$ cat config.mk
export PLATFORM = sky130hd
export DESIGN_NAME = demux4_buf_flat
export DESIGN_NICKNAME = d
export VERILOG_FILES = /design/src/rtl/accel_pkg.sv /design/src/rtl/demux4_buf_if.sv /design/src/rtl/demux_lane_reg.sv /design/src/rtl/demux4_buf.sv /design/src/flat_wrapper.sv
export SDC_FILE = /design/constraint.sdc
export NUM_CORES = 1
export LEC_CHECK = 0
export BUFFER_PORTS_ARGS = -buffer_cell sky130_fd_sc_hd__buf_2
export CAP_MARGIN = 20
export CORE_MARGIN = 2
export CORE_UTILIZATION = 38
export DETAILED_ROUTE_END_ITERATION = 6
export PLACE_DENSITY = 0.68
export SKIP_CTS_REPAIR_TIMING = 1
export SYNTH_ARGS = -nofsm -noshare
export SYNTH_HDL_FRONTEND = slang
export SYNTH_SLANG_ARGS = --single-unit
$ cat constraint.sdc
create_clock -name clk -period 2.3 [get_ports clk]
set_input_delay 0.46 -clock clk [delete_from_list [all_inputs] [get_ports clk]]
set_output_delay 0.46 -clock clk [all_outputs]
set_load 0.01 [all_outputs]
$ cat src/rtl/accel_pkg.sv
// accel_pkg: lane count and lane-index type shared by the demux slice.
package accel_pkg;
  localparam int NUM_LANES = 4;
  localparam int LANE_SEL_W = 2;
  typedef logic [LANE_SEL_W-1:0] lane_t;
endpackage

$ cat src/rtl/demux4_buf_if.sv
// demux4_buf_if: input word stream plus four registered output lanes.
interface demux4_buf_if
  import accel_pkg::*;
#(
  parameter int WIDTH = 16
);
  logic [WIDTH-1:0] in_data;
  lane_t in_sel;
  logic in_valid;
  logic in_ready;
  logic rr_en;
  logic [WIDTH-1:0] out_data0;
  logic [WIDTH-1:0] out_data1;
  logic [WIDTH-1:0] out_data2;
  logic [WIDTH-1:0] out_data3;
  logic [NUM_LANES-1:0] out_valid;
  logic [NUM_LANES-1:0] out_ready;
  lane_t rr_ptr;
  logic busy;
  modport master (
    output in_data, in_sel, in_valid, rr_en, out_ready,
    input in_ready, out_data0, out_data1, out_data2, out_data3, out_valid, rr_ptr, busy
  );
  modport slave (
    input in_data, in_sel, in_valid, rr_en, out_ready,
    output in_ready, out_data0, out_data1, out_data2, out_data3, out_valid, rr_ptr, busy
  );
endinterface

$ cat src/rtl/demux_lane_reg.sv
// demux_lane_reg: one-entry valid/data slot; a load on the draining edge keeps the lane full.
module demux_lane_reg #(
  parameter int WIDTH = 16
) (
  input  logic clk,
  input  logic rst,
  input  logic load,
  input  logic [WIDTH-1:0] load_data,
  input  logic out_ready,
  output logic out_valid,
  output logic [WIDTH-1:0] out_data,
  output logic can_accept
);
  assign can_accept = ~out_valid | out_ready;
  always_ff @(posedge clk or posedge rst) begin
    if (rst) begin
      out_valid <= 1'b0;
      out_data <= '0;
    end else if (load) begin
      out_valid <= 1'b1;
      out_data <= load_data;
    end else if (out_ready) begin
      out_valid <= 1'b0;
    end
  end
endmodule

$ cat src/rtl/demux4_buf.sv
// demux4_buf: registered 1-to-4 stream demux with explicit or round-robin lane select.
module demux4_buf
  import accel_pkg::*;
#(
  parameter int WIDTH = 16
) (
  input logic clk,
  input logic rst,
  demux4_buf_if.slave bus
);
  lane_t tgt, rr_ptr_q;
  logic accept;
  logic [NUM_LANES-1:0] load, can_accept, valid;
  logic [WIDTH-1:0] data [NUM_LANES];
  assign tgt = bus.rr_en ? rr_ptr_q : bus.in_sel;
  assign bus.in_ready = can_accept[tgt];
  assign accept = bus.in_valid & bus.in_ready;
  assign load = accept ? ({{(NUM_LANES-1){1'b0}}, 1'b1} << tgt) : '0;
  for (genvar i = 0; i < NUM_LANES; i++) begin : g_lane
    demux_lane_reg #(.WIDTH(WIDTH)) u_lane (
      .clk(clk),
      .rst(rst),
      .load(load[i]),
      .load_data(bus.in_data),
      .out_ready(bus.out_ready[i]),
      .out_valid(valid[i]),
      .out_data(data[i]),
      .can_accept(can_accept[i])
    );
  end
  always_ff @(posedge clk or posedge rst) begin
    if (rst) rr_ptr_q <= '0;
    else if (accept && bus.rr_en) rr_ptr_q <= rr_ptr_q + 1'b1;
  end
  assign bus.out_valid = valid;
  assign bus.busy = |valid;
  assign bus.rr_ptr = rr_ptr_q;
  assign bus.out_data0 = data[0];
  assign bus.out_data1 = data[1];
  assign bus.out_data2 = data[2];
  assign bus.out_data3 = data[3];
endmodule

$ cat src/flat_wrapper.sv
// flat-port wrapper written by rule: the top's interface ports become plain ports
module demux4_buf_flat import accel_pkg::*;
#(
  parameter int WIDTH = 16
)
  (clk, rst, bus_in_data, bus_in_sel, bus_in_valid, bus_rr_en, bus_out_ready, bus_in_ready, bus_out_data0, bus_out_data1, bus_out_data2, bus_out_data3, bus_out_valid, bus_rr_ptr, bus_busy);
  demux4_buf_if #(.WIDTH(WIDTH)) bus_i ();
  input logic clk;
  input logic rst;
  input wire logic [$bits(bus_i.in_data)-1:0] bus_in_data;
  input wire logic [$bits(bus_i.in_sel)-1:0] bus_in_sel;
  input wire logic [$bits(bus_i.in_valid)-1:0] bus_in_valid;
  input wire logic [$bits(bus_i.rr_en)-1:0] bus_rr_en;
  input wire logic [$bits(bus_i.out_ready)-1:0] bus_out_ready;
  output wire logic [$bits(bus_i.in_ready)-1:0] bus_in_ready;
  output wire logic [$bits(bus_i.out_data0)-1:0] bus_out_data0;
  output wire logic [$bits(bus_i.out_data1)-1:0] bus_out_data1;
  output wire logic [$bits(bus_i.out_data2)-1:0] bus_out_data2;
  output wire logic [$bits(bus_i.out_data3)-1:0] bus_out_data3;
  output wire logic [$bits(bus_i.out_valid)-1:0] bus_out_valid;
  output wire logic [$bits(bus_i.rr_ptr)-1:0] bus_rr_ptr;
  output wire logic [$bits(bus_i.busy)-1:0] bus_busy;
  assign bus_i.in_data = bus_in_data;
  assign bus_i.in_sel = bus_in_sel;
  assign bus_i.in_valid = bus_in_valid;
  assign bus_i.rr_en = bus_rr_en;
  assign bus_i.out_ready = bus_out_ready;
  assign bus_in_ready = bus_i.in_ready;
  assign bus_out_data0 = bus_i.out_data0;
  assign bus_out_data1 = bus_i.out_data1;
  assign bus_out_data2 = bus_i.out_data2;
  assign bus_out_data3 = bus_i.out_data3;
  assign bus_out_valid = bus_i.out_valid;
  assign bus_rr_ptr = bus_i.rr_ptr;
  assign bus_busy = bus_i.busy;
  demux4_buf #(.WIDTH(WIDTH)) u_core (.clk(clk), .rst(rst), .bus(bus_i));
endmodule
# Yosys cells after proc, flatten, opt, wreduce, memory -nomap -nowiden
# Cells that the tools add are included.
[classes]
addsub = 1
n_mul = 0
div = 0
magnitude_cmp = 1
n_eq_ne = 0
shifts = 1
n_mux = 12
n_bitwise = 9
reduce_logical = 6
[op_table]
columns = ["operator", "n"]
rows = [
  ["2-to-1 mux 1 bit", 9],
  ["nonzero test 2 bit", 4],
  ["2-to-1 mux 4 bit", 1],
  ["NOT 1 bit", 4],
  ["OR 1 bit", 4],
  ["OR reduction 4 bit", 1],
  ["left shift 1 x 2 -> 4 bit, first input constant", 1],
  ["< comparator 2 x 3 -> 1 bit, second input constant", 1],
  ["adder 2 x 1 -> 2 bit, second input constant", 1],
  ["binary-select mux 1 bit (select 2 bit)", 1],
  ["2-to-1 mux 2 bit", 1],
  ["AND 1 bit", 1],
  ["logical AND 1 bit", 1],
]
[word_totals]
register_bits = 70
latch_bits = 0
ram_bits = 0
rom_bits = 0
elab_cells = 39
n_memories = 0

# Logic depth before layout (Yosys ltp)
# Gate-level depths: netlist of the first run.
[depth]
ltp_word = 7
mapped_depth = 6
depth_no_buf = 5

# By module
# Synthesis of the first run repeated with hierarchy kept, for this count alone.
[unflattened]
hier_cells = 176
area_unflattened_um2 = 2941.6
[modules_own_cells]
columns = ["mod", "n_inst", "cells_each", "area_per_inst_um2"]
rows = [
  ["demux_lane_reg", 4, 38, 686.9],
  ["demux4_buf", 1, 24, 193.9],
]

# Worst setup path before layout of the first run
# Ideal clock, no wire load.
[synth_path]
kind = "input to output"
from = "in bus_rr_en"
to = "out bus_in_ready"
arrival_ns = 1.371
required_time_ns = 1.840
setup_slack_ns = 0.469
cell_stages = 5
n_path_buf = 1
path_cell_list = "buf_6 -> or3b_4 -> a21o_1 -> o2111ai_1 -> inv_1"
[synth_via]
elab_chain_cells = 3
[synth_lines]
columns = ["item", "line", "text"]
rows = [
  ["start, declared", "flat_wrapper.sv:13", "input wire logic [$bits(bus_i.rr_en)-1:0] bus_rr_en;"],
  ["2-to-1 mux 2 bit", "demux4_buf.sv:15", "assign tgt = bus.rr_en ? rr_ptr_q : bus.in_sel;"],
  ["binary-select mux 1 bit (select 2 bit)", "demux4_buf.sv:16", "assign bus.in_ready = can_accept[tgt];"],
  ["2-to-1 mux 1 bit (not written as such)", "demux4_buf.sv:16", ""],
  ["end, declared", "flat_wrapper.sv:15", "output wire logic [$bits(bus_i.in_ready)-1:0] bus_in_ready;"],
]
# No other way between the ends. The select of a mux whose other input is x is not followed.

# Final worst setup path of the first run
# Ends and elaborated chain as after synthesis.

==> results of run 1 <==
[stage by stage]
stage / hold slack, ns / utilization, % / area (um^2) / std cells / total power [W]
2_1_floorplan: 0.502 / - / 2840 / 182 / 0.00329
3_3_place_gp: 0.484 / 46.6 / 3380 / 369 / 0.00403
3_5_place_dp: 0.487 / 46.6 / 3380 / 369 / 0.00408
4_1_cts: 0.171 / 49.3 / 3580 / 385 / 0.00508
5_1_grt: 0.198 / 49.3 / 3580 / 385 / 0.00531
6_report: 0.164 / 49.3 / 3580 / 385 / 0.00500
[power breakdown]
part           leakage (nW)  switching, W  internal, W  total, W
Combinational         0.841      0.000863      0.00100   0.00186
Clock                0.0973      0.000475     0.000509  0.000984
Sequential            0.835      0.000316      0.00184   0.00215
Total                  1.77       0.00165      0.00335   0.00500
[worst paths after layout]
kind / endpoint / slack, ns / cells after the start
max reg2reg: u_core.g_lane[0].u_lane.out_data[15]$_DFFE_PP0P_ / 0.52 / 4
min in group clk: u_core.g_lane[2].u_lane.out_data[10]$_DFFE_PP0P_ / 0.39 / 2
min: u_core.g_lane[1].u_lane.out_data[3]$_DFFE_PP0P_ / 0.16 / 2
min reg2reg: u_core.g_lane[2].u_lane.out_data[8]$_DFFE_PP0P_ / 0.50 / 1
max in group asynchronous: u_core.g_lane[0].u_lane.out_data[14]$_DFFE_PP0P_ / 1.48 / 3
max: bus_in_ready / 0.29 / 6
[logic make-up after synthesis]
| group | synth area share (%) |
|---|---|
| simple gates | 5.98 |
| xor+xnor | 0.616 |
| compound gates | 1.54 |
| flops | 61.6 |
| buf+inv | 3.74 |
| mux | 26.5 |
[cells in the final DEF (no fill, tap or decap), types with 3 or more instances in the layout]
cell      instances
a21o_1            4
buf_2            97
clkbuf_8          9
dfrtp_1          70
mux2_2           55
mux2_4            9
nand2_1           8
nand2b_1          4
nand3b_1          3
nor2_1            3
[area by class of cell]
cell class	instances	area, um^2
Fill cell	677	3670
Clock buffer	10	128
Timing Repair Buffer	99	513
Clock inverter	6	68.8
Multi-Input combinational cell	99	986
Tap cell	99	124
Inverter	2	7.51
Sequential cell	70	1750
[routing by layer]
| metal | vias to the layer above | part of all wire, % |
|---|---|---|
| met2 | 50 | 50 |
| met4 | 0 | 2.0 |
| met5 | - | 0 |
| li1 | 832 | - |
| met3 | 10 | 4.5 |
| met1 | 911 | 44 |
[worst max-delay path, stage by stage]
cell and delay, ns:
buf_2 0.15, or3b_4 0.40, a21o_1 0.19, o2111ai_1 0.15, inv_1 0.06, buf_2 0.14
[state kept, by name, indices dropped and copies added (netlist names)]
register / cells
u_core.g_lane.u_lane.out_valid: 4
u_core.bus.rr_ptr: 2
u_core.g_lane.u_lane.out_data: 64
==> run_results.csv, run 1 <==
group,metric,value,unit
timing,relSlewSlack,61.3,%
yosys,synth_area_per_cell,15.6,um^2
yosys,syn-num-nets,208,
yosys,syn_area,2840,um^2
global_route,busiest_layer,"met2",
yosys,synth_enable_flop_cells,0,
power,peakVddDrop,605,uV
yosys,synth_ff_type,"dfrtp_1",
clock_network,clk_pin_slew,0.08,ns
critical_path,crit_path_end_kind,"primary output",
global_route,grt_first_pass_wirelength,9.61,mm
outcome,outcome,"finished, final reports clean",
route,drc,0,
route,final_antenna_net_count,0,
route,drtIter0Drc,41,
floorplan,start_util,39.2,%
yosys,synth_top_cell_by_area,"dfrtp_1",
route,dr.pass1.iters,4,
route,wire_per_inst,15.2,um
floorplan,die-height,90.5,um
clock_network,clkLatencyLatePin,0.34,ns
finish,syn_to_final_growth,25.8,%
finish,nNetsFinal,307,
clock_network,ctsHtreeMaxLevel,3,
clock_network,clockBufferDepth,2,
yosys,ys_seq_area_share,61.6,%
timing,post-route-period-util,87.4,%
floorplan,rows,31,
placement,routabilityCongestion,0.732,
power,p_per_area,1400,nW/um^2
route,vias,1803,
timing,skew,0.0108,ns
timing,setup_slack,0.289,ns
route,wl,5.87,mm
timing,rsz0062_at_grt,"false",
global_route,grt_use_met3,3.67,%
clock_network,cts_made_buffers,9,
yosys,yosys.area.top_type_share,61.6,%
floorplan,boundaryPins,98,
floorplan,die_w,90.5,um
global_route,first_global_vias,1838,
yosys,synthTopCellsByArea,"dfrtp_1, mux2_2, mux2_4, buf_6, a21o_1",
clock_network,clockRootBuffer,"clkbuf_8",
global_route,grt_max_degree,46,
critical_path,regToRegStartpoint,"u_core.bus.rr_ptr[0]$_DFFE_PP0P_",
critical_path,cp_max_fo,10,
floorplan,dieArea,8190,um^2
yosys,ys_ff_latch,70,
timing,tns,0,ns
finish,drive_gt1_share,64.0,%
timing,slew_viol_final,0,
timing,fmax,497,MHz
critical_path,cp.arrival,1.55,ns
floorplan,core,7250,um^2
finish,antenna_cells,0,
power,power_leakage,1.77,nW
critical_path,path_class,"in2out",
timing,tightest_slew,0.579,ns
placement,port_buffers,97,
timing,layout_min_cycle_time,2.01,ns
flow_run,maxCapViolations,0,
critical_path,setup.worst_path.start_class,"input pin",
clock_network,cts_tree,"yes",
yosys,ys_async_sr_fraction,100,%
global_route,grtUsageTotal,15.2,%
critical_path,cp-startpoint,"bus_rr_en",
yosys,synthesis.instances,182,
yosys,synthTopCellsByCount,"dfrtp_1, mux2_2, mux2_4, nand2_1",
timing,final-setup-viol-count,0,
global_route,gr-usage-met1,19.0,%
min_path,hp-class,"in2async",
yosys,synth_most_common_cell,"dfrtp_1",
critical_path,crit_required,1.84,ns
global_route,antenna_found_initial,0,
timing,hold_viol_final,0,
yosys,synth_warnings,0,
global_route,grt_util_met2,24.7,%
clock_network,clkSinkCount,70,
placement,dp_slack,0.291,ns
global_route,grt_remaining_overflow,0,
route,avgViaCountPerCell,4.68,
placement,dp_hpwl,4.04,mm
yosys,synth.distinct_cells,24,
No activity file was read; power rests on OpenSTA's default activity.
==> run 2: changes to the inputs <==
--- a/config.mk
+++ b/config.mk
@@ -10,7 +10,7 @@
 export CORE_MARGIN = 2
 export CORE_UTILIZATION = 38
 export DETAILED_ROUTE_END_ITERATION = 6
-export PLACE_DENSITY = 0.68
+export PLACE_DENSITY = 0.72
 export SKIP_CTS_REPAIR_TIMING = 1
 export SYNTH_ARGS = -nofsm -noshare
 export SYNTH_HDL_FRONTEND = slang
==> run_results.csv, run 2 (synthesis results as in run 1) <==
group,metric,value,unit
critical_path,setup.worst_path.start_class,"input pin",
min_path,hold_depth,2,
critical_path,path_class,"in2out",
route,drtIter0Drc,45,
timing,final-setup-viol-count,0,
global_route,grt_max_degree,69,
global_route,first_global_vias,1843,
clock_network,cts_made_buffers,9,
timing,skew,0.00969,ns
power,finalPower,0.00521,W
timing,fmax,500,MHz
finish,syn_to_final_growth,27.5,%
timing,slew_viol_final,0,
route,avgViaCountPerCell,4.69,
floorplan,boundaryPins,98,
clock_network,clkSinkCount,70,
timing,tightest_slew,0.532,ns
finish,nNetsFinal,308,
finish,final_common_cell,"buf_2",
route,wl,5.87,mm
floorplan,start_util,39.2,%
timing,layout_min_cycle_time,2.00,ns
clock_network,clk_pin_slew,0.08,ns
placement,dp_slack,0.295,ns
floorplan,die-height,90.5,um
timing,setup_slack,0.299,ns
finish,final_util,50.0,%
critical_path,endpoint,"bus_in_ready",
finish,n_fill_cell,653,
timing,rsz0062_at_grt,"false",
power,peakVddDrop,683,uV
critical_path,reg2reg_depth,4,
route,drc,0,
global_route,antenna_found_initial,0,
clock_network,clkLatencyLatePin,0.33,ns
clock_network,ctsHtreeMaxLevel,3,
route,wire_per_inst,15.3,um
finish,top_register,"u_core.g_lane.u_lane.out_data",
floorplan,rows,31,
finish,largest_register_ffs,64,
critical_path,crit_required,1.84,ns
outcome,outcome,"finished, final reports clean",
timing,tns,0,ns
clock_network,cts_tree,"yes",
placement,dp_hpwl,4.00,mm
global_route,grtUsageTotal,15.0,%
finish,instances_no_fill,385,
global_route,grt_remaining_overflow,0,
floorplan,core,7250,um^2
timing,relSlewSlack,64.5,%
placement,routabilityCongestion,0.773,
critical_path,critical_path.reg2reg.endpoint,"u_core.g_lane[0].u_lane.out_data[11]$_DFFE_PP0P_",
power,p_per_area,1440,nW/um^2
clock_network,clockRootBuffer,"clkbuf_8",
critical_path,cp_max_fo,10,
finish,mostFrequentLayoutCells,"buf_2, dfrtp_1, mux2_2, mux2_4, clkbuf_8",
floorplan,die_w,90.5,um
critical_path,regToRegStartpoint,"u_core.bus.rr_ptr[0]$_DFFE_PP0P_",
finish,antenna_cells,0,
critical_path,cp.arrival,1.54,ns
global_route,grt_first_pass_wirelength,9.56,mm
route,dr.pass1.iters,4,
placement,place_inst,369,
floorplan,dieArea,8190,um^2
route,final_antenna_net_count,0,
critical_path,regToRegSetupSlack,0.55,ns
min_path,hp-class,"in2reg",
power,power_leakage,1.80,nW
critical_path,cp-startpoint,"bus_rr_en",
critical_path,crit_path_end_kind,"primary output",
clock_network,clockBufferDepth,2,
placement,port_buffers,97,
route,vias,1805,
timing,post-route-period-util,87.0,%
timing,hold_viol_final,0,
flow_run,maxCapViolations,0,
finish,drive_gt1_share,64.0,%
-- run 2: worst max-delay path, cell delays in order --
cell and delay (ns):
buf_2 0.15, or3b_4 0.40, a21o_1 0.18, o2111ai_1 0.15
inv_1 0.06, buf_2 0.14
-- run 2: report_power, final --
group / total, W / switching, W / internal (W)
Combinational: 0.00188 / 0.000873 / 0.00100
Sequential: 0.00216 / 0.000324 / 0.00184
Clock: 0.00117 / 0.000455 / 0.000714
-- run 2: worst min-delay path by stage --
stage / slack [ns] / end / start
after global routing: 0.40 / u_core.g_lane[2].u_lane.out_data[2]$_DFFE_PP0P_ / bus_in_data[2]
after CTS: -0.05 / u_core.g_lane[3].u_lane.out_data[1]$_DFFE_PP0P_ / rst
after global placement: 0.32 / u_core.g_lane[3].u_lane.out_data[6]$_DFFE_PP0P_ / rst
final: 0.39 / u_core.g_lane[1].u_lane.out_data[0]$_DFFE_PP0P_ / bus_in_data[0]
after detailed placement: 0.33 / u_core.g_lane[3].u_lane.out_data[1]$_DFFE_PP0P_ / rst
after floorplan: 0.50 / u_core.g_lane[1].u_lane.out_valid$_DFFE_PP0P_ / u_core.g_lane[1].u_lane.out_valid$_DFFE_PP0P_
-- run 2: metrics by stage --
stage / hold slack (ns) / area (um^2)
after floorplan: 0.502 / 2840
after global placement: 0.324 / 3380
after detailed placement: 0.326 / 3380
after CTS: -0.0468 / 3620
after global routing: 0.397 / 3630
final: 0.393 / 3630
-- run 2: routing by layer --
metal,vias up,track usage [%],part of all wire [%],wire length [um]
met1,920,18.8,44,2570
met2,49,24.6,50,2920
met4,0,5.00,1.4,83
li1,828,-,-,-
met5,-,0,0,0
met3,8,4.59,5.2,304
-- run 2: final cells by class --
class                           instances  area [um^2]  area share (%)
Clock buffer                            9          124            3.41
Clock inverter                          6          111            3.07
Inverter                                2         7.51           0.207
Multi-Input combinational cell         99          986            27.2
Sequential cell                        70         1750            48.3
Tap cell                               99          124            3.41
Timing Repair Buffer                  100          523            14.4
